[src/rtl/alu_pkg.sv]
// Shared constants and types for the ALU result stage: opcodes, flag bit positions,
// condition codes, buffer state encoding and the buffered entry layout.
package alu_pkg;

    localparam logic [4:0] OP_PASS        = 5'h01;
    localparam logic [4:0] OP_ADD         = 5'h03;
    localparam logic [4:0] OP_SUB         = 5'h04;
    localparam logic [4:0] OP_LOGIC_FIRST = 5'h05;
    localparam logic [4:0] OP_LOGIC_LAST  = 5'h0A;

    localparam int FLAG_N = 3;
    localparam int FLAG_Z = 2;
    localparam int FLAG_C = 1;
    localparam int FLAG_V = 0;

    localparam logic [3:0] CC_EQ = 4'h0;
    localparam logic [3:0] CC_NE = 4'h1;
    localparam logic [3:0] CC_CS = 4'h2;
    localparam logic [3:0] CC_CC = 4'h3;
    localparam logic [3:0] CC_MI = 4'h4;
    localparam logic [3:0] CC_PL = 4'h5;
    localparam logic [3:0] CC_VS = 4'h6;
    localparam logic [3:0] CC_VC = 4'h7;
    localparam logic [3:0] CC_HI = 4'h8;
    localparam logic [3:0] CC_LS = 4'h9;
    localparam logic [3:0] CC_GE = 4'hA;
    localparam logic [3:0] CC_LT = 4'hB;
    localparam logic [3:0] CC_GT = 4'hC;
    localparam logic [3:0] CC_LE = 4'hD;
    localparam logic [3:0] CC_AL = 4'hE;
    localparam logic [3:0] CC_NV = 4'hF;

    // Encoding doubles as the occupancy count.
    typedef enum logic [1:0] {
        BUF_EMPTY = 2'd0,
        BUF_ONE   = 2'd1,
        BUF_FULL  = 2'd2
    } buf_state_e;

    typedef struct packed {
        logic [31:0] data;
        logic [3:0]  rd;
        logic        we;
    } fifo_entry_t;

    function automatic logic op_defined(input logic [4:0] op);
        return (op == OP_PASS) || ((op >= OP_ADD) && (op <= OP_LOGIC_LAST));
    endfunction

    function automatic logic op_full_flags(input logic [4:0] op);
        return (op == OP_ADD) || (op == OP_SUB);
    endfunction

    function automatic logic op_zc_flags(input logic [4:0] op);
        return (op >= OP_LOGIC_FIRST) && (op <= OP_LOGIC_LAST);
    endfunction

    function automatic logic cond_eval(input logic [3:0] cc, input logic [3:0] f);
        logic n, z, c, v;
        n = f[FLAG_N];
        z = f[FLAG_Z];
        c = f[FLAG_C];
        v = f[FLAG_V];
        case (cc)
            CC_EQ:   return z;
            CC_NE:   return !z;
            CC_CS:   return c;
            CC_CC:   return !c;
            CC_MI:   return n;
            CC_PL:   return !n;
            CC_VS:   return v;
            CC_VC:   return !v;
            CC_HI:   return c && !z;
            CC_LS:   return !c || z;
            CC_GE:   return n == v;
            CC_LT:   return n != v;
            CC_GT:   return !z && (n == v);
            CC_LE:   return z || (n != v);
            CC_AL:   return 1'b1;
            default: return 1'b0;
        endcase
    endfunction

endpackage

[src/rtl/result_fifo2.sv]
// Two-entry in-order buffer between the ALU and writeback. No pass-through:
// a full buffer refuses pushes even if the head is popped in the same cycle.
module result_fifo2
    import alu_pkg::*;
(
    input  logic        clk,
    input  logic        rst,
    input  logic        in_valid,
    output logic        in_ready,
    input  fifo_entry_t in_entry,
    output logic        out_valid,
    input  logic        out_ready,
    output fifo_entry_t out_entry,
    output logic [1:0]  occupancy
);

    buf_state_e  state_q, state_d;
    fifo_entry_t head_q, head_d;
    fifo_entry_t tail_q, tail_d;
    logic        push, pop;

    assign in_ready  = (state_q != BUF_FULL);
    assign out_valid = (state_q != BUF_EMPTY);
    assign push      = in_valid && in_ready;
    assign pop       = out_valid && out_ready;
    assign out_entry = head_q;
    assign occupancy = state_q;

    always_ff @(posedge clk or negedge rst) begin
        if (!rst) begin
            state_q <= BUF_EMPTY;
            head_q  <= '0;
            tail_q  <= '0;
        end else begin
            state_q <= state_d;
            head_q  <= head_d;
            tail_q  <= tail_d;
        end
    end

    always_comb begin
        state_d = state_q;
        head_d  = head_q;
        tail_d  = tail_q;
        case (state_q)
            BUF_EMPTY: begin
                if (push) begin
                    head_d  = in_entry;
                    state_d = BUF_ONE;
                end
            end
            BUF_ONE: begin
                if (push && pop) begin
                    head_d = in_entry;
                end else if (push) begin
                    tail_d  = in_entry;
                    state_d = BUF_FULL;
                end else if (pop) begin
                    state_d = BUF_EMPTY;
                end
            end
            BUF_FULL: begin
                if (pop) begin
                    head_d  = tail_q;
                    state_d = BUF_ONE;
                end
            end
            default: state_d = BUF_EMPTY;
        endcase
    end

endmodule

[src/rtl/alu_result_stage.sv]
// ALU result stage: opcode decode, flag register and illegal-op pulse around a
// two-entry result buffer. Optional condition evaluator enabled by COND_EVAL_EN.
module alu_result_stage
    import alu_pkg::*;
(
    input  logic        clk,
    input  logic        rst,
    input  logic        in_valid,
    output logic        in_ready,
    input  logic [31:0] in_result,
    input  logic        in_n,
    input  logic        in_z,
    input  logic        in_c,
    input  logic        in_v,
    input  logic [4:0]  in_op,
    input  logic [3:0]  in_rd,
    input  logic        in_set_flags,
    output logic        out_valid,
    input  logic        out_ready,
    output logic [31:0] out_data,
    output logic [3:0]  out_rd,
    output logic        out_we,
    output logic [3:0]  flags,
`ifdef COND_EVAL_EN
    input  logic [3:0]  cond,
    output logic        cond_true,
`endif
    output logic        illegal,
    output logic [1:0]  occupancy
);

    fifo_entry_t in_entry, out_entry;
    logic        accept;
    logic [3:0]  flags_q, flags_d;
    logic        illegal_q, illegal_d;

    assign accept   = in_valid && in_ready;
    assign in_entry = '{data: in_result, rd: in_rd, we: op_defined(in_op)};

    result_fifo2 u_fifo (
        .clk       (clk),
        .rst       (rst),
        .in_valid  (in_valid),
        .in_ready  (in_ready),
        .in_entry  (in_entry),
        .out_valid (out_valid),
        .out_ready (out_ready),
        .out_entry (out_entry),
        .occupancy (occupancy)
    );

    assign out_data = out_entry.data;
    assign out_rd   = out_entry.rd;
    assign out_we   = out_entry.we;

    // Logic ops only touch Z and C; N and V keep the last arithmetic result.
    always_comb begin
        flags_d   = flags_q;
        illegal_d = accept && !op_defined(in_op);
        if (accept && in_set_flags) begin
            if (op_full_flags(in_op)) begin
                flags_d[FLAG_N] = in_n;
                flags_d[FLAG_Z] = in_z;
                flags_d[FLAG_C] = in_c;
                flags_d[FLAG_V] = in_v;
            end else if (op_zc_flags(in_op)) begin
                flags_d[FLAG_Z] = in_z;
                flags_d[FLAG_C] = in_c;
            end
        end
    end

    always_ff @(posedge clk or negedge rst) begin
        if (!rst) begin
            flags_q   <= '0;
            illegal_q <= 1'b0;
        end else begin
            flags_q   <= flags_d;
            illegal_q <= illegal_d;
        end
    end

    assign flags   = flags_q;
    assign illegal = illegal_q;

`ifdef COND_EVAL_EN
    assign cond_true = cond_eval(cond, flags_q);
`endif

endmodule

[config.mk]
export PLATFORM = sky130hd
export DESIGN_NAME = alu_result_stage
export DESIGN_NICKNAME = d
export VERILOG_FILES = /design/src/rtl/alu_pkg.sv /design/src/rtl/result_fifo2.sv /design/src/rtl/alu_result_stage.sv
export SDC_FILE = /design/constraint.sdc
export NUM_CORES = 1
export LEC_CHECK = 0
export ABC_AREA = 1
export CAP_MARGIN = 20
export CORE_MARGIN = 2
export CORE_UTILIZATION = 45
export CTS_BUF_LIST = sky130_fd_sc_hd__clkbuf_2
export CTS_CLUSTER_DIAMETER = 80
export DETAILED_ROUTE_END_ITERATION = 10
export GPL_TIMING_DRIVEN = 0
export PLACE_DENSITY_LB_ADDON = 0.08
export SLEW_MARGIN = 15
export SYNTH_ARGS = -nofsm -noshare
export SYNTH_HDL_FRONTEND = slang
export SYNTH_SLANG_ARGS = --single-unit
[constraint.sdc]
create_clock -name clk -period 4.7 [get_ports clk]
set_clock_uncertainty 0.2 [all_clocks]
set_input_delay 1.175 -clock clk [delete_from_list [all_inputs] [get_ports clk]]
set_output_delay 1.175 -clock clk [all_outputs]
set_load 0.01 [all_outputs]
==> metrics.yaml, run 1 <==
synthesis:
  synthesis.instances: 403
  synth.cell_area_um2: 3641
  ys_seq_elements: 81
  synthDistinctLibCells: 23
  ys_warn_count: 0
  synth_area_leaders: "dfrtp_1, nand2_1, mux2i_1"
  ys_seq_area_share_pct: 55.67
  syn_nets: 457
  yosysTopAreaCellShare_pct: 55.67
  synth_area_per_cell_um2: 9.035
  yosysTopAreaCell: "dfrtp_1"
clock_tree:
  cts_tree: "yes"
  clock-root-buffer: "clkbuf_2"
  cts-resized-gates: 0
  cts_hold_buf: 0
  cts_made_buffers: 9
  cts_setup_buffers: 0
  path_clk_slew_ps: 210
  clkLatencyLatePin_ps: 500
  cts_buffer_depth: 2
  htree_levels: 3
  clock_sinks: 81
finish:
  areaGrowthSynthToFinish_pct: 33.71
  fin_util_pct: 62.68
  layout.nets: 564
  num_antenna_cells: 0
  mostFrequentLayoutCells: "nand2_1, clkdlybuf4s50_1, dfrtp_1, o21ai_0, nand3_1"
  drive_gt1_share_pct: 7.588
  final_common_cell: "nand2_1"
  stdcell_area_um2: 4868
hold_path:
  hold_path_class: "register to register"
worst_setup_path:
  worstSetupPathDepth: 5
  timing.rr.start: "u_fifo.occupancy[0]"
  startpoint_type: "register"
  r2r_end: "u_fifo.tail_q[4]"
  ff2ff_path_depth: 10
  endpoint_kind: "output pin"
  crit_type: "register to output pin"
  slowest_delay_ps: 640
  worstPathCellList: "inv_1 > ha_1 > inv_2 > clkbuf_1 > clkdlybuf4s50_1"
  path_delay_family: "buffers and inverters"
  slowest_stage: "clkdlybuf4s50_1"
  cp_max_fo: 10
  r2r_setup_slack_ps: 2620
  worstPathArrival_ps: 2400
  cp-startpoint: "u_fifo.occupancy[0]"
  required_ps: 3320
  endpoint: "in_ready"
  path_buf_inv: 4
routing:
  drt_iter0_drc: 123
  totalWireLength_um: 8460
  post_drt_wl_per_cell_um: 13.73
  dr.pass1.iters: 4
  ant_nets: 0
  num_vias: 3020
  viasPerCell: 4.903
  drc_errors: 0
placement:
  place_hpwl_um: 6006
  gp_congestion: 0.8185
  dpl_cell_area_um2: 4737
  portBuffers: 95
global_routing:
  grt_pass1_wl_um: 13810
  grt-busiest-layer: "met2"
  grt_use_met3_pct: 3.531
  grt_max_degree: 43
  overflow: 0
  grt_use_met1_pct: 27.83
  grtUsageMet2_pct: 32.02
  grt_use_total_pct: 20.04
  antenna_found_initial: 0
  grt_pass1_vias: 2867
floorplan:
  core_um2: 7767
  ioPinCount: 96
  die-width_um: 93.95
  dieArea_um2: 8827
  die_h_um: 93.95
  start_util_pct: 46.87
  num_rows: 32
sta:
  worstMarginPinSlew_ps: 563.5
  min_period_over_period_pct: 80.33
  fin_crit_ps: 3776
  fmax_mhz: 264.9
  hold_viol: 0
  slew_violations: 0
  finalSetupTns_ps: 0
  rsz0062_at_grt: "no"
  setup_viol: 0
  worst_slew_margin_rel_pct: 62.43
status:
  outcome: "finished clean"
power_and_ir_drop:
  power_leakage_uw: 0.002322
  ir_worst_vdd_mv: 0.3243
  powerDensity_nw_per_um2: 669.4
flow_run:
  drv_cap: 0
==> sequential cells by signal (all words and copies together), names as in the netlist <==
register,count
u_fifo.out_entry,37
u_fifo.tail_q,37
flags,4
u_fifo.occupancy,2
illegal,1
==> worst min-delay path by stage <==
stage                             end  slack, ps  depth (start not counted)         startpoint
global placement    u_fifo.tail_q[24]        250                          2  u_fifo.tail_q[24]
floorplan           u_fifo.tail_q[12]        240                          2  u_fifo.tail_q[12]
CTS                 u_fifo.tail_q[23]        300                          2  u_fifo.tail_q[23]
finish              u_fifo.tail_q[23]        300                          2  u_fifo.tail_q[23]
detailed placement  u_fifo.tail_q[31]        260                          2  u_fifo.tail_q[31]
global route        u_fifo.tail_q[25]        320                          2  u_fifo.tail_q[25]
==> cells in the mapped netlist, drive strengths merged <==
cell and n:
dfrtp 81, mux2i 27, nor3 1, inv 22, o21ai 57, nand2 141, clkbuf 5, nand3 33
nand4 2, ha 4, buf 18, a21oi 2, nor2 9, or2 1
==> metrics by stage <==
| step | std cells | hold WS [ps] | total power, uW | setup WS [ps] |
|---|---|---|---|---|
| 2_1_floorplan | 403 | 241.6 | 2168 | 2232 |
| 3_3_place_gp | 600 | 252.7 | 2834 | -669.7 |
| 3_5_place_dp | 601 | 258.1 | 2887 | 1507 |
| 4_1_cts | 616 | 301.6 | 3298 | 891.0 |
| 5_1_grt | 616 | 318.6 | 3550 | 733.9 |
| 6_report | 616 | 298.8 | 3259 | 924.5 |
==> logic make-up (layout without fill, tap and decap cells) <==
group	count (synthesis)	count (layout)	share of synthesized area [%]
compound gates	59	59	8.110
fa+ha+maj	4	4	1.375
buf+inv	45	156	5.979
flops	81	81	55.67
mux	27	27	7.423
simple gates	187	187	21.44
==> layout make-up <==
type,count,area (um2)
Timing Repair Buffer,96,968.4
Multi-Input combinational cell,277,1396
Buffer,23,135.1
Fill cell,675,2899
Sequential cell,81,2027
Clock inverter,5,81.33
Clock buffer,10,50.05
Inverter,22,82.58
Tap cell,102,127.6
==> tightest hold or removal path: cells and delay by family, from the launching register on <==
family        cells  cell delay [ps]
simple gates      2              100
flops             1              380
==> metal layers <==
metal  routed length, um  part of all wire, %
met5                   0                    0
met4                  44                 0.52
met1                3904                   46
met2                4145                   49
met3                 365                  4.3
==> power by group <==
group	total (uW)	internal, uW	switching, uW
combinational	1630	751	879
sequential	1210	1040	179
clock	415	175	239
Power figures use the tool's default switching activity.
==> run 2: changes to the inputs <==
clock period = 3.25 ns   (was 4.7 ns; I/O delays follow)
==> metrics.yaml, run 2 (synthesis gave the netlist of run 1 again) <==
sta:
  hold_viol: 0  # unchanged
  rsz0062_at_grt: "no"
  min_period_over_period_pct: 93.43
  setup_viol: 0  # unchanged
  worst_slew_margin_rel_pct: 62.63  # +0.20 points
  worstMarginPinSlew_ps: 560.5  # -2.967 ps
  worst_slack_ps: 213.6  # -710.9 ps
  fmax_mhz: 329.3
  fin_crit_ps: 3036
  slew_violations: 0  # unchanged
placement:
  gp_congestion: 0.8185  # unchanged
  place_hpwl_um: 6006  # unchanged
  dp_cells: 601  # unchanged
  dp_slack_ps: 419.2  # -1087 ps
  portBuffers: 95  # unchanged
finish:
  stdcell_count: 615  # -0.16%
  layout.nets: 563  # -0.18%
  drive_gt1_share_pct: 7.602  # +0.015 points
  areaGrowthSynthToFinish_pct: 33.68  # about the same
  mostFrequentLayoutCells: "nand2_1, clkdlybuf4s50_1, dfrtp_1, o21ai_0, nand3_1"
  num_antenna_cells: 0  # unchanged
  final_common_cell: "nand2_1"
worst_setup_path:
  slowest_delay_ps: 560  # -80 ps
  timing.rr.start: "u_fifo.occupancy[0]"
  cp_max_fo: 13  # +3
  path_delay_family: "buffers and inverters"
  required_ps: 2240  # -1080 ps
  slowest_stage: "clkdlybuf4s50_1"
  r2r_setup_slack_ps: 1080  # -1540 ps
  crit_type: "register to output pin"
  startpoint_type: "register"
  cp-startpoint: "u_fifo.occupancy[0]"
  endpoint: "in_ready"
  path_buf_inv: 3  # -1
  worstSetupPathDepth: 4  # -1
  worstPathArrival_ps: 2020  # -380 ps
  ff2ff_path_depth: 10  # unchanged
  endpoint_kind: "output pin"
  worstPathCellList: "inv_1 > ha_1 > inv_4 > clkdlybuf4s50_1"
  r2r_end: "u_fifo.tail_q[13]"
floorplan:
  num_rows: 32  # unchanged
  die-width_um: 93.95  # unchanged
  dieArea_um2: 8827  # unchanged
  start_util_pct: 46.87  # unchanged
  die_h_um: 93.95  # unchanged
  core_um2: 7767  # unchanged
  ioPinCount: 96  # unchanged
clock_tree:
  cts_made_buffers: 9  # unchanged
  cts_tree: "yes"
  htree_levels: 3  # unchanged
  clock_sinks: 81  # unchanged
  path_clk_slew_ps: 240  # +30 ps
  clkLatencyLatePin_ps: 510  # about the same
  cts_buffer_depth: 2  # unchanged
  cts_hold_buf: 0  # unchanged
  clock-root-buffer: "clkbuf_2"
global_routing:
  grt_use_met3_pct: 3.531  # unchanged
  antenna_found_initial: 0  # unchanged
  overflow: 0  # unchanged
  grt_pass1_wl_um: 13770  # -0.25%
  grt_pass1_vias: 2856  # -0.38%
  grt-busiest-layer: "met2"
  grt_max_degree: 43  # unchanged
  grt_use_met1_pct: 27.83  # unchanged
  grt_use_total_pct: 20.01  # -0.034 points
  grtUsageMet2_pct: 31.90  # -0.12 points
power_and_ir_drop:
  p_sw_uw: 1876  # +45%
  p_clk_share_pct: 12.7  # about the same
  sw_frac_of_total_pct: 39.81  # about the same
  p_comb_share_pct: 50.0  # about the same
  ir_worst_vdd_mv: 0.4415  # +36%
  p_int_uw: 2837  # +45%
  p_seq_share_pct: 37.3  # about the same
  powerDensity_nw_per_um2: 968.3  # +45%
  power_leakage_uw: 0.002322  # about the same
flow_run:
  drv_cap: 0  # unchanged
routing:
  drc_errors: 0  # unchanged
  drt_iter0_drc: 108  # -12%
  viasPerCell: 4.915  # +0.26%
  ant_nets: 0  # unchanged
  num_vias: 3023  # +0.099%
  totalWireLength_um: 8448  # -0.14%
  post_drt_wl_per_cell_um: 13.74  # about the same
  dr.pass1.iters: 4  # unchanged
hold_path:
  hold_path_class: "input port to async pin"
status:
  outcome: "finished clean"
## run 2: worst min path at each step
| stage | from | to | slack (ps) | depth (start not counted) |
|---|---|---|---|---|
| 3_5_place_dp | u_fifo.tail_q[31] | u_fifo.tail_q[31] | 260 | 2 |
| 5_1_grt | rst | u_fifo.out_entry[20] | 20 | 1 |
| 6_report | rst | u_fifo.out_entry[20] | 30 | 1 |
| 2_1_floorplan | u_fifo.tail_q[12] | u_fifo.tail_q[12] | 240 | 2 |
| 3_3_place_gp | u_fifo.tail_q[24] | u_fifo.tail_q[24] | 250 | 2 |
| 4_1_cts | rst | u_fifo.out_entry[15] | 40 | 1 |
## run 2: metrics by stage
stage	TNS, ps	area (um2)	util [%]	hold slack [ps]	total power (uW)
2_1_floorplan	0	3641	-	241.6	3135
3_3_place_gp	-141920	4720	60.76	252.7	4099
3_5_place_dp	0	4737	60.99	258.1	4175
4_1_cts	0	4865	62.63	36.67	4767
5_1_grt	0	4867	62.66	23.28	5133
6_report	0	4867	62.66	28.44	4713
## run 2: repair_timing
action                     in CTS  in global routing
gates resized for setup         0                  1
setup buffers                   0                  0
setup endpoints to repair       1                  1
## run 2: area by class of cell
type                            instances  area, um2
Fill cell                             674       2900
Sequential cell                        81       2027
Multi-Input combinational cell        277       1396
Timing Repair Buffer                   96      968.4
Buffer                                 22      131.4
Tap cell                              102      127.6
Inverter                               22      85.08
Clock inverter                          5      81.33
Clock buffer                           10      50.05
## run 2: routing by layer
layer / vias up / part of all wire (%)
met3: 7 / 4.1
met1: 1418 / 47
met2: 77 / 48
met5: - / 0
met4: 0 / 0.94
li1: 1521 / -
## run 2: power groups by stage
stage               registers (uW)  clock network [uW]  logic, uW
finish                        1760                 599       2360
CTS                           1750                 614       2400
global placement              1760                   0       2340
global route                  1810                 656       2670
detailed placement            1770                   0       2400
floorplan                     1850                   0       1280
==> run 3: changes to the inputs <==
CORE_ASPECT_RATIO = 2   (was default)
PLACE_DENSITY = 0.89   (was default)
PLACE_DENSITY_LB_ADDON = default   (was 0.08)
==> metrics.yaml, run 3 (synthesis gave the netlist of run 1 again) <==
worst_setup_path:
  required_ps: 2240  # about the same
  worstPathArrival_ps: 2050  # +30 ps
  endpoint_kind: "output pin"
  cp_max_fo: 13  # unchanged
  worstPathCellList: "inv_1 > ha_1 > inv_4 > clkdlybuf4s50_1"
  r2r_end: "u_fifo.tail_q[11]"
  crit_type: "register to output pin"
  startpoint_type: "register"
  timing.rr.start: "u_fifo.occupancy[0]"
  r2r_setup_slack_ps: 1030  # -50 ps
  slowest_delay_ps: 560  # about the same
  ff2ff_path_depth: 9  # -1
  slowest_stage: "clkdlybuf4s50_1"
sta:
  worstMarginPinSlew_ps: 499.0  # -61.50 ps
  fin_crit_ps: 3058  # +21.51 ps
  whs_ps: 52.49  # +24.06 ps
  finalSetupTns_ps: 0  # unchanged
  fmax_mhz: 327.0  # -0.70%
  worst_slew_margin_rel_pct: 66.73  # +4.1 points
  setup_viol: 0  # unchanged
  hold_viol: 0  # unchanged
  rsz0062_at_grt: "no"
  min_period_over_period_pct: 94.09  # +0.66 points
  slew_violations: 0  # unchanged
floorplan:
  die_h_um: 131.2  # +40%
  ioPinCount: 96  # unchanged
  dieArea_um2: 8870  # +0.50%
  start_util_pct: 46.18  # -0.70 points
  core_um2: 7885  # +1.5%
  num_rows: 46  # +44%
  die-width_um: 67.61  # -28%
global_routing:
  antenna_found_initial: 1  # +1
  grt_pass1_vias: 3366  # +18%
  grt_max_degree: 45  # +4.7%
  overflow: 0  # unchanged
  grt_use_total_pct: 22.21  # +2.2 points
  grt_pass1_wl_um: 15080  # +9.5%
routing:
  totalWireLength_um: 8916  # +5.5%
  post_drt_wl_per_cell_um: 14.64  # +6.6%
  dr.pass1.iters: 4  # unchanged
  drc_errors: 0  # unchanged
  viasPerCell: 5.197  # +5.7%
  ant_nets: 0  # unchanged
  num_vias: 3165  # +4.7%
  drt_iter0_drc: 224  # +110%
clock_tree:
  htree_levels: 3  # unchanged
  clock-root-buffer: "clkbuf_2"
  clkLatencyLatePin_ps: 490  # -20 ps
  cts_tree: "yes"
  path_clk_slew_ps: 180  # -60 ps
  clock_sinks: 81  # unchanged
  cts_made_buffers: 9  # unchanged
  cts_buffer_depth: 2  # unchanged
power_and_ir_drop:
  ir_worst_vdd_mv: 0.4789  # +8.5%
  powerDensity_nw_per_um2: 949.0  # -2.0%
  power_leakage_uw: 0.002297  # -1.1%
hold_path:
  hold_path_class: "input port to async pin"
finish:
  layout.nets: 563  # unchanged
  mostFrequentLayoutCells: "nand2_1, clkdlybuf4s50_1, dfrtp_1, o21ai_0, nand3_1"
  nFillCells: 652  # -3.3%
  drive_gt1_share_pct: 7.031  # -0.57 points
  final_common_cell: "nand2_1"
  areaGrowthSynthToFinish_pct: 31.79
placement:
  gp_congestion: 0.7725  # -5.6%
  place_hpwl_um: 6923  # +15%
  portBuffers: 95  # unchanged
status:
  outcome: "finished clean"
flow_run:
  drv_cap: 0  # unchanged
[run 3: repair_timing]
item | 4_1_cts | 5_1_grt
gates resized for setup | 0 | 1
endpoints found under the setup margin | 1 | 1
hold buffers | 0 | 0
pin swaps | 0 | 0
buffers inserted | 0 | 0
[run 3: critical path, delay by kind of cell (launching register included)]
kind       cells  cell delay (ps)
fa+ha+maj      1              270
buf+inv        3              820
flops          1              460
[run 3: power by group]
group	internal [uW]	total, uW	switching [uW]
sequential	1500	1760	261
combinational	1090	2390	1310
clock	98.1	400	302
total	2680	4550	1870
[run 3: cell type report]
type                            count  area, um2  share of cell area (%)
Timing Repair Buffer               96      968.4                   20.18
Tap cell                           96      120.1                   2.503
Multi-Input combinational cell    277       1396                   29.10
Buffer                             22      131.4                   2.738
Sequential cell                    81       2027                   42.24
Inverter                           22      85.08                   1.773
Clock inverter                      2      7.507                  0.1565
Antenna cell                        1      2.502                 0.05215
Clock buffer                       12      60.06                   1.252
[run 3: how the worst max path moves through the flow]
stage | startpoint | end | slack [ps] | depth (start not counted)
5_1_grt | u_fifo.occupancy[0] | in_ready | 70 | 4
3_5_place_dp | u_fifo.occupancy[0] | in_ready | 390 | 5
4_1_cts | u_fifo.occupancy[0] | in_ready | 80 | 4
6_report | u_fifo.occupancy[0] | in_ready | 190 | 4
3_3_place_gp | rst | u_fifo.out_entry[1] | -1530 | 1
2_1_floorplan | u_fifo.occupancy[0] | in_ready | 1140 | 4
[run 3: metal layers]
layer	part of all wire, %	track usage [%]	vias up
li1	-	-	1519
met1	36	23.48	1532
met2	58	40.14	102
met3	4.7	4.281	12
met4	1.8	9.977	0
met5	0	0	-
[run 3: per-stage QoR]
stage | cells | cell area [um2] | total power, uW | worst slack, ps | util (%)
floorplan | 403 | 3641 | 3135 | 1145 | -
global placement | 594 | 4712 | 4060 | -1531 | 59.76
detailed placement | 595 | 4730 | 4211 | 392.5 | 59.98
CTS | 608 | 4793 | 4603 | 82.79 | 60.79
global route | 609 | 4798 | 4945 | 74.50 | 60.85
finish | 609 | 4798 | 4554 | 192.1 | 60.85
==> variant 1 (flow settings as in run 2) <==
Make the reset (`rst`) synchronous in 2 clocked blocks.
--- a/src/rtl/result_fifo2.sv
+++ b/src/rtl/result_fifo2.sv
@@ -27,5 +27,5 @@
     assign occupancy = state_q;
 
-    always_ff @(posedge clk or negedge rst) begin
+    always_ff @(posedge clk) begin
         if (!rst) begin
             state_q <= BUF_EMPTY;
--- a/src/rtl/alu_result_stage.sv
+++ b/src/rtl/alu_result_stage.sv
@@ -71,5 +71,5 @@
     end
 
-    always_ff @(posedge clk or negedge rst) begin
+    always_ff @(posedge clk) begin
         if (!rst) begin
             flags_q   <= '0;
Check against the original RTL: differs if rst is asserted again (counterexample within 4 cycles, from zero or initial values and one cycle with rst low); with rst held inactive, the same outputs for 10 cycles.
==> variant 1 against run 2 <==
  * Sequential cell count stayed put
  * Worst setup slack better by 0.12 ns
  * Hold slack better by 0.23 ns
  * Cell area is 5.8% lower
  * Area after synthesis is 6.4% lower
  * Core utilization is 0.21 points higher
  * Routed wire length is 2.6% higher
  * Largest cell class unchanged
Power is not compared: it rests on default switching activity, and its combinational part moved more than twofold at a synthesized area within 25%.
==> variant 1: results (changes against run 2) <==
outcome=finished clean; syn nets=530 (+16%); Filler cells=720 (+6.8%); layout net count=634 (+13%); Seq/Total Area, Yosys=0.476 (-0.0811); post-layout instance count excluding filler cells=688 (+12%); startpoint of the most critical register-to-register path=u_fifo.occupancy[0]$_SDFFE_PN0P_; total placed cells including tap cells=673 (+12%); layout cells sized above 1=0.0713 (-0.00472); CP Max Fanout=19 (+6); GRT Util Overall=0.210 (+0.0103); Hold Slack=0.263 ns (+0.235 ns); peak clock frequency supported by timing=343 MHz (+4.1%); pin count of the biggest net entering global routing=20 (-53%); cell area after placement=0.00447 mm2 (-5.5%); worst slack, placed=0.599 ns (+0.179 ns); top cells by area, synth=sky130_fd_sc_hd__dfxtp_1, sky130_fd_sc_hd__nor2_1, sky130_fd_sc_hd__o21ai_0; average wire per cell in the routed design=12.6 um (-8.3%); transition time of the tightest slew-check pin=0.471 ns (-0.0893 ns); number of I/O port buffers=94 (-1.1%); clock network latency to the later pin of the worst-skew pair=0.53 ns (+0.02 ns); adder and majority cell fraction of the synthesized area=0 (-0.0137); via count=3389 (+12%); depth of the worst register-to-register path=6 (-4); end of the worst register-to-register path=u_fifo.out_entry[36]$_SDFFE_PN0P_; HPWL Detailed=6280 um (+4.6%); class of the worst hold path=flop to flop; via count of the first global-routing pass=3085 (+8.0%); portion of netlist area occupied by mux cells=0 (-0.0742); critical path arrival=1.90 ns (-0.12 ns); area fraction in compound gates after synthesis=0.210 (+0.129); gpl congestion=0.820 (+0.17%); first-pass GRT wire length=14300 um (+3.7%)
## variant 1: cell count changes after synthesis, sizes merged, moves of 23 or more
cell	change
nand3	-23
nor2	+96
mux2i	-27
a21oi	+32
o21ai	+49
dfxtp	+81
dfrtp	-81
inv	+26
nand2	-80
## variant 1: metal layers
layer / up-vias / GRT usage / share of wire
met2: 100 / 0.331 / 0.46
met1: 1529 / 0.279 / 0.46
met5: - / 0 / 0
met4: 0 / 0.102 / 0.024
met3: 20 / 0.0382 / 0.060
li1: 1740 / - / -
## variant 1: cell type report
| cell class | count | area (um2) | share of cell area |
|---|---|---|---|
| flip-flops and latches | 81 | 1620 | 0.354 |
| clock buffers | 9 | 45.0 | 0.00983 |
| inverters | 48 | 183 | 0.0398 |
| multi-input cells | 321 | 1440 | 0.313 |
| well taps | 99 | 124 | 0.0270 |
| plain buffers | 29 | 166 | 0.0363 |
| repair buffers | 94 | 941 | 0.205 |
| clock inverters | 7 | 68.8 | 0.0150 |
==> variant 2 (flow settings as in run 2) <==
Made on the original files. Build with the macro `COND_EVAL_EN` defined.
--- a/src/rtl/alu_result_stage.sv
+++ b/src/rtl/alu_result_stage.sv
@@ -1,4 +1,6 @@
 // ALU result stage: opcode decode, flag register and illegal-op pulse around a
 // two-entry result buffer. Optional condition evaluator enabled by COND_EVAL_EN.
+`define COND_EVAL_EN
+
 module alu_result_stage
     import alu_pkg::*;
Ports: changed (added cond and cond_true); port bits go from 96 to 101. The function was not compared with the original's and may differ.
==> variant 2 against run 2 <==
  * Routed wire length is 11% higher
  * Cell area is 5.3% higher
  * Total power is 26% lower
  * Worst setup slack worse by 0.043 ns
  * Area after synthesis is 6.1% higher
  * Sequential cell count stayed put
  * Maximum frequency is 1.4% lower
  * Global-route usage is 0.44 points higher
  * Die area is 5.9% higher
==> variant 2: results (changes against run 2) <==
first-pass GRT wire length=15700 um (+14%); post-layout instance count excluding filler cells=683 (+11%); global-route track usage on met3=0.0477 (+0.0124); total clock buffers created by CTS=9 (unchanged); number of I/O port buffers=100 (+5.3%); clk cell area share=0.0237 (-0.00331); most numerous cell types in the synthesized netlist=sky130_fd_sc_hd__nand2_1, sky130_fd_sc_hd__nor2_1, sky130_fd_sc_hd__dfrtp_1, sky130_fd_sc_hd__inv_1, sky130_fd_sc_hd__o21ai_0; Post-Route M1 WL=4360 um (+10%); HPWL Detailed=6730 um (+12%); total placed cells including tap cells=668 (+11%); core region area=0.00826 mm2 (+6.3%); Clock buffer cells=10 (unchanged); grt met2 use=0.332 (+0.0127); Post-synth ARST share=1.00 (unchanged); cts repair resizes=4 (+4); reg-to-reg slack, setup=1.56 ns (+0.48 ns); layout cells sized above 1=0.116 (+0.0399); met1 Usage GRT=0.273 (-0.00518); area growth from synthesis to final layout=32.6%; cell area after placement=0.00502 mm2 (+6.0%); Static Leakage=2.53 nW (+8.9%); highest ir drop seen on vdd=0.359 mV (-19%); count of unique library cells instantiated by Yosys=17 (-26%); pin count of the biggest net entering global routing=45 (+4.7%); GRT Util Overall=0.204 (+0.00435); transition time of the tightest slew-check pin=0.519 ns (-0.0414 ns); outcome=finished clean; clock network power share=0.164 (+0.037); Non-Clock Inverter Count=55 (+150%); Filler cells=752 (+12%); synthesized area divided by synthesized cell count=8.36 um2 (-7.4%); syn nets=516 (+13%); final wirelength=9380 um (+11%); gpl congestion=0.848 (+3.6%); met2 WL post-DR=4410 um (+8.6%); CP Max Fanout=10 (-3); critical path arrival=2.07 ns (+0.05 ns); Pwr Density=685 mW/mm2 (-29%); Hold Slack=0.0159 ns (-0.0125 ns); share of final layout cell area taken by non-clock buffers=0.224 (-0.00160); comb pwr=1.32 mW (-44%); end of the worst register-to-register path=u_fifo.out_entry[2]$_DFFE_PN0P_; net switching power figure=1.18 mW (-37%); number of DRC violations after detailed-routing iteration 0=146 (+35%); multi-input gate count=303 (+9.4%); depth of the worst register-to-register path=4 (-6); top cells by area, synth=sky130_fd_sc_hd__dfrtp_1, sky130_fd_sc_hd__nand2_1, sky130_fd_sc_hd__nor2_1; layout net count=628 (+12%); sum of met3 wire segment lengths after detailed routing=510 um (+49%); nonclk buf count=124 (+5.1%); via count of the first global-routing pass=3282 (+15%); via count normalized by instance count=4.89 (-0.57%); area of the multi-input gates=0.00149 mm2 (+6.6%); clk slew on worst S/H paths=0.21 ns (-0.03 ns); worst slack, placed=-0.227 ns (-0.646 ns); Seq/Total Area, Yosys=0.525 (-0.0321); primary flip-flop cell chosen by synthesis mapping=sky130_fd_sc_hd__dfrtp_1
[variant 2: cell count changes in the layout (fill, tap and decap cells not counted), moves of 4 or more]
| cell | change |
|---|---|
| sky130_fd_sc_hd__ha_1 | -4 |
| sky130_fd_sc_hd__inv_1 | +32 |
| sky130_fd_sc_hd__buf_2 | +4 |
| sky130_fd_sc_hd__o21ai_1 | -13 |
| sky130_fd_sc_hd__nand3_1 | -18 |
| sky130_fd_sc_hd__mux2i_1 | -27 |
| sky130_fd_sc_hd__o31ai_1 | +14 |
| sky130_fd_sc_hd__nor2_1 | +78 |
| sky130_fd_sc_hd__clkbuf_2 | +4 |
| sky130_fd_sc_hd__a21oi_1 | +5 |
| sky130_fd_sc_hd__nand2_1 | -29 |
| sky130_fd_sc_hd__o31ai_2 | +23 |
[variant 2: worst max-delay path, stage by stage, from the launching register on]
cell and delay [ns]:
sky130_fd_sc_hd__dfrtp_1 0.51, sky130_fd_sc_hd__inv_2 0.07, sky130_fd_sc_hd__nand2_2 0.12, sky130_fd_sc_hd__buf_2 0.27
sky130_fd_sc_hd__clkdlybuf4s50_1 0.58
[variant 2: cell families after synthesis]
kind of cell	Yosys count	share of synthesized area
DFF	81	0.525
and+or+nand+nor	216	0.218
AOI/OAI and AO/OA	87	0.166
buffers and inverters	78	0.0907
[variant 2: worst max-delay path by stage]
stage / start / endpoint / slack [ns] / cells past startpoint
after global routing: flags[0]$_DFFE_PN0P_ / cond_true / 0.03 / 9
after global placement: rst / u_fifo.out_entry[31]$_DFFE_PN0P_ / -1.76 / 1
after CTS: cond[0] / cond_true / 0.04 / 10
after detailed placement: cond[0] / cond_true / -0.23 / 10
after floorplan: cond[2] / cond_true / 0.93 / 7
final: u_fifo.occupancy[0]$_DFFE_PN0P_ / in_ready / 0.17 / 4
